**config.mk**
```make
export PLATFORM = sky130hd
export DESIGN_NAME = adapter_ul_pack
export DESIGN_NICKNAME = d
export VERILOG_FILES = /design/src/rtl/adapter_ul_pack.sv
export SDC_FILE = /design/constraint.sdc
export NUM_CORES = 1
export LEC_CHECK = 0
export CAP_MARGIN = 10
export CORE_UTILIZATION = 60
export DETAILED_ROUTE_END_ITERATION = 16
export GPL_TIMING_DRIVEN = 0
export PLACE_DENSITY_LB_ADDON = 0.15
export SYNTH_ARGS = -nofsm -noshare
export SYNTH_HDL_FRONTEND = slang
export SYNTH_SLANG_ARGS = --single-unit
```
**constraint.sdc**
```tcl
create_clock -name clk -period 9.2 [get_ports clk]
set_clock_uncertainty 0.05 [all_clocks]
set_input_delay 1.84 -clock clk [delete_from_list [all_inputs] [get_ports clk]]
set_output_delay 1.84 -clock clk [all_outputs]
set_load 0.02 [all_outputs]
```
**src/rtl/adapter_ul_pack.sv**
```systemverilog
// Uplink adapter: packs DDC AXI-Stream IQ samples into CPRI words,
// buffers them in a small FIFO and releases one word per CPRI request.
module adapter_ul_pack #(
  parameter int SAMPLE_W = 16,
  parameter int PACK     = 2,
  parameter int DEPTH    = 8
) (
  input  logic                       clk,
  input  logic                       rst,
  input  logic [2*SAMPLE_W-1:0]      axis_tdata,
  input  logic                       axis_tvalid,
  output logic                       axis_tready,
  input  logic                       iq_tx_req,
  output logic [PACK*SAMPLE_W-1:0]   iq_tx_i,
  output logic [PACK*SAMPLE_W-1:0]   iq_tx_q,
  output logic                       iq_tx_valid,
  input  logic                       sync_clr,
  output logic                       underflow,
  output logic [$clog2(DEPTH+1)-1:0] fifo_level
);

  localparam int WW = PACK * SAMPLE_W;
  localparam int HW = ((PACK > 1) ? PACK - 1 : 1) * SAMPLE_W;
  localparam int CW = (PACK > 1) ? $clog2(PACK) : 1;
  localparam int AW = $clog2(DEPTH);
  localparam int LW = $clog2(DEPTH + 1);

  localparam logic [CW-1:0] LAST = CW'(PACK - 1);
  localparam logic [LW-1:0] FULL = LW'(DEPTH);

  logic [CW-1:0]       pack_cnt;
  logic [HW-1:0]       hold_i;
  logic [HW-1:0]       hold_q;
  logic [WW-1:0]       word_i;
  logic [WW-1:0]       word_q;
  logic [SAMPLE_W-1:0] s_i;
  logic [SAMPLE_W-1:0] s_q;
  logic [2*WW-1:0]     mem [DEPTH];
  logic [AW-1:0]       wr_ptr;
  logic [AW-1:0]       rd_ptr;
  logic                clr;
  logic                at_last;
  logic                full;
  logic                empty;
  logic                accept;
  logic                push;
  logic                pop;

  assign s_i     = axis_tdata[SAMPLE_W-1:0];
  assign s_q     = axis_tdata[2*SAMPLE_W-1:SAMPLE_W];
  assign clr     = rst | sync_clr;
  assign at_last = (pack_cnt == LAST);
  assign full    = (fifo_level == FULL);
  assign empty   = (fifo_level == '0);

  // Only the word-completing sample can be refused, so nothing is lost.
  assign axis_tready = ~(full & at_last);
  assign accept      = axis_tvalid & axis_tready;
  assign push        = accept & at_last;
  assign pop         = iq_tx_req & ~empty;

  always_comb begin
    word_i = '0;
    word_q = '0;
    for (int k = 0; k < PACK - 1; k++) begin
      word_i[k*SAMPLE_W +: SAMPLE_W] = hold_i[k*SAMPLE_W +: SAMPLE_W];
      word_q[k*SAMPLE_W +: SAMPLE_W] = hold_q[k*SAMPLE_W +: SAMPLE_W];
    end
    word_i[(PACK-1)*SAMPLE_W +: SAMPLE_W] = s_i;
    word_q[(PACK-1)*SAMPLE_W +: SAMPLE_W] = s_q;
  end

  always_ff @(posedge clk) begin
    if (clr) begin
      pack_cnt <= '0;
      hold_i   <= '0;
      hold_q   <= '0;
    end else if (accept) begin
      for (int k = 0; k < PACK - 1; k++) begin
        if (pack_cnt == CW'(k)) begin
          hold_i[k*SAMPLE_W +: SAMPLE_W] <= s_i;
          hold_q[k*SAMPLE_W +: SAMPLE_W] <= s_q;
        end
      end
      pack_cnt <= at_last ? '0 : pack_cnt + 1'b1;
    end
  end

  always_ff @(posedge clk) begin
    if (push && !clr) begin
      mem[wr_ptr] <= {word_q, word_i};
    end
  end

  always_ff @(posedge clk) begin
    if (clr) begin
      wr_ptr     <= '0;
      rd_ptr     <= '0;
      fifo_level <= '0;
    end else begin
      if (push) wr_ptr <= wr_ptr + 1'b1;
      if (pop)  rd_ptr <= rd_ptr + 1'b1;
      unique case ({push, pop})
        2'b10:   fifo_level <= fifo_level + 1'b1;
        2'b01:   fifo_level <= fifo_level - 1'b1;
        default: fifo_level <= fifo_level;
      endcase
    end
  end

  // Emptiness is judged before this edge's push: no bypass path.
  always_ff @(posedge clk) begin
    if (clr) begin
      iq_tx_i     <= '0;
      iq_tx_q     <= '0;
      iq_tx_valid <= 1'b0;
      underflow   <= 1'b0;
    end else begin
      iq_tx_valid <= pop;
      if (pop) begin
        {iq_tx_q, iq_tx_i} <= mem[rd_ptr];
      end
      if (iq_tx_req && empty) begin
        underflow <= 1'b1;
      end
    end
  end

endmodule

```
==> impl_results.md <==
* Status: finished, final reports clean
* Slew at the pin with the worst max-slew slack at roughly 1.0 ns
* Commonest non-fill, non-tap cell in the layout: edfxtp_1
* Net switching power at between 0.001 and 0.0015 W
* Vias in the first global route at 12.3k
* Total Wirelength at slightly below 50000 um
* Pre-CTS setup slack at between 4 and 5 ns
* Sw Ratio at between 10% and 20%
* Mapped Area at 0.0227 mm2
* Arrival time worst endpoint at ~4.8 ns
* RSZ-0062 raised after global routing: false
* CTS resizes at 0
* CP Depth at 8
* I/O pins at 108
* Clock Sinks at 621
* Pin count of the biggest net entering global routing at 27
* Worst-Skew Late Latency at 0.60 ns
* Met3 usage at 4.30%
* Most Frequent Cell on Critical Path: buf_6
* Crit path launch type: input port
* Total negative slack at 0 ns
* Sequential element share of the synthesized area at 77.3%
* Hold Buf Count CTS at 0
* Sequential power share at 55.7%
* DRT antenna net count at 0
* Worst setup EP type: flip-flop
* Fillers at around 2.2k
* Final Cell Area at ~0.027 mm2
* Area growth from synthesis to layout at 18.4%
* GR Layer Usage met2 at 43.2%
* Final Hold Fails at 0
* Compound-Gate Fraction of Synth Area at about 4.2%
* Slowest CP cell: nor3_2
* Worst-case reg-to-reg path depth at 7
* # Max-Cap Violations at 0
* Min-delay src: underflow
* CORE AREA at between 0.03 and 0.04 mm2
* Syn_nets at 1218
* Root buf cell: clkbuf_16
* Commonest non-fill, non-tap cells in the layout: 512 x edfxtp_1, 128 x mux4_2, 109 x dfxtp_1
* Area post-placement at 0.0250 mm2
* Share of layout cells above drive strength 1 at between 20 and 25%
* First-pass GRT wire length at between 70000 and 80000 um
* Floorplan row count at 70
* Kind of cell adding the most delay to the critical path: simple AND/OR/NAND/NOR gates
* Power Dens Cells at roughly 200 mW/mm2
* Worst min path class: flip-flop to flip-flop
* Area of the multi-input gates at 0.00474 mm2
* Die span in y at 197 um
* Post-Synthesis Cells at approximately 1.2k
* Leak at 8.78 nW
* Drt first pass iters at 6
* Register area at about 0.018 mm2
* YS warnings at 0
* Grt peak-use layer: met2
* Min Tclk post-route at 4.50 ns
* Clock Tree Buf Depth at 3
* Slew Viols, Final at 0
* Mux cell area share after synthesis at 12.8%
* Die width at around 200 um
* R2R Path Start: fifo_level[0]
* Post-CTS Setup Inserts at 0
* Vias/cell at a little over 6
* Worst path bufs/invs at 5
* Ant. Diodes at 0
* Post-synth cell types at 39
* Starting Density at 61.4%
* Die area at between 0.03 and 0.04 mm2
* Final Setup Violations at 0
* Worst rel slew slack at between 30% and 40%
* P_int at 0.00441 W
* CTS tree: built
* Nets at between 1k and 1.5k
* Initial drt markers at a little over 1k
* Max Fclk at 222 MHz
* Mean post-synth cell area at just under 20 um2
* CTS clk-pin slew, worst paths at about 0.06 ns
* Combinational Power Share at 1.7%
* GR Util met1 at between 30% and 40%
* Post-Synth XOR/XNOR Area at less than 1%
* Hold Path Cell Cnt at 2
* Synth Area in Adders at 0.364%
* Num CTS Buffers at approximately 60
* Critical path type: input port to flip-flop
* Final Cycle Share at 48.9%
* Remaining Overflow, GRT at 0
* Wire per inst at about 26 um
* Vias at between 10k and 15k
* H-tree lvl count at 2
* Critical Path Source: sync_clr
* CP required at 9.46 ns
* Smallest hold slack at around 0.45 ns
* Number of remaining DRC errors at 0
* GPL Wtd Cong at around 0.72
* CP max FO at 11
* CP peak stage delay at roughly 0.73 ns
* GRT Total Usage at about a quarter
* Largest family of logic cells by synthesized area: multiplexers
* CP cell instances: clkdlybuf4s50_1 > or2_2 > clkbuf_1 > or3_1 > nor3_2 > buf_6 > buf_8 > buf_6
* Yosys reg bits at approximately 620
* Port Buffers at 107
* Setup ws final at 4.70 ns
* Dpl hpwl at roughly 30000 um
* Initial antenna violation count at 0
* Simple-Gate Fraction of Synth Area at 3.08%
* Worst VDD drop at approximately 140 uV
* Clk network pwr share at between 40% and 50%
-- worst min-delay path, delay by kind of cell, from the launching register on --
kind	cells	cell delay, ns
AOI/OAI and AO/OA	1	0.04
and+or+nand+nor	1	0.08
DFF	1	0.34
-- path summary, 6_finish.rpt --
| path | endpoint | slack, ns |
|---|---|---|
| setup reg to reg | mem[4][15] | 6.09 |
| hold / removal | underflow | 0.45 |
| hold reg to reg | underflow | 0.45 |
| setup / recovery | mem[4][15] | 4.70 |
-- power by group through the flow --
stage	clock [W]	combinational (W)	sequential, W
after floorplan	0	0.0000332	0.00311
after global placement	0	0.0000888	0.00311
after detailed placement	0	0.0000927	0.00311
after CTS	0.00236	0.0000939	0.00305
after global routing	0.00246	0.000100	0.00305
final	0.00233	0.0000939	0.00305
-- synthesized netlist by cell type --
cell type / number / share of area (%)
mux4_2: 128 / 13
a21oi_1: 35 / 0.77
nor2b_1: 1 / 0.028
ha_1: 5 / 0.28
o31ai_1: 1 / 0.033
or2_2: 1 / 0.028
edfxtp_1: 512 / 68
o21ai_0: 64 / 1.4
xor2_1: 4 / 0.15
nand2b_1: 3 / 0.083
o41a_1: 1 / 0.050
fa_1: 1 / 0.088
nand3_2: 1 / 0.044
or4b_1: 1 / 0.044
and2_1: 1 / 0.028
nor2_1: 83 / 1.4
a211oi_1: 1 / 0.033
buf_4: 10 / 0.33
mux2i_1: 2 / 0.088
buf_12: 7 / 0.62
nand2b_4: 1 / 0.061
inv_1: 5 / 0.083
buf_6: 2 / 0.099
nor3_1: 3 / 0.066
a31oi_1: 1 / 0.028
buf_2: 13 / 0.29
and4b_1: 1 / 0.044
nand3_1: 2 / 0.044
o211ai_1: 1 / 0.033
o22ai_1: 64 / 1.8
nand2_1: 67 / 1.1
o211a_1: 1 / 0.044
nand2_4: 1 / 0.050
or3_1: 2 / 0.055
nand4_1: 1 / 0.028
clkbuf_1: 36 / 0.60
dfxtp_1: 109 / 9.6
buf_1: 1 / 0.017
xnor2_1: 2 / 0.077
-- metal layers --
layer | wire length, um | share of wire [%]
met1 | 19700 | 40
met2 | 24400 | 49
met3 | 4040 | 8.2
met4 | 1320 | 2.7
met5 | 0 | 0
-- sequential cells by signal (all words and copies together) (netlist names) --
signal	flops
fifo_level	4
rd_ptr	3
iq_tx_i	32
at_last	1
iq_tx_q	32
hold_i	16
wr_ptr	3
underflow	1
iq_tx_valid	1
mem	512
hold_q	16
-- stage by stage --
stage / total power [W] / instances / utilization, %
final: 0.00548 / 1927 / 72.7
after global routing: 0.00561 / 1927 / 72.7
after CTS: 0.00550 / 1927 / 72.7
after detailed placement: 0.00320 / 1817 / 67.7
after global placement: 0.00320 / 1786 / 66.0
after floorplan: 0.00314 / 1175 / -
-- cells by family (layout without fill, tap and decap cells) --
family	after synthesis	after routing
DFF	621	621
AOI/OAI and AO/OA	169	169
and+or+nand+nor	169	169
muxes	130	130
buffers and inverters	74	322
adders and majority gates	6	6
xor gates and xnor gates	6	6
-- area by class of cell --
| type | instances | area share (%) |
|---|---|---|
| buffer | 69 | 1.64 |
| clock buffer | 93 | 6.58 |
| clock inverter | 17 | 0.400 |
| inverter | 5 | 0.0698 |
| multi-input combinational | 480 | 17.6 |
| sequential | 621 | 65.3 |
| tap | 504 | 2.35 |
| timing repair buffer | 138 | 6.03 |
Note: power is estimated with default switching activity, not from simulation.
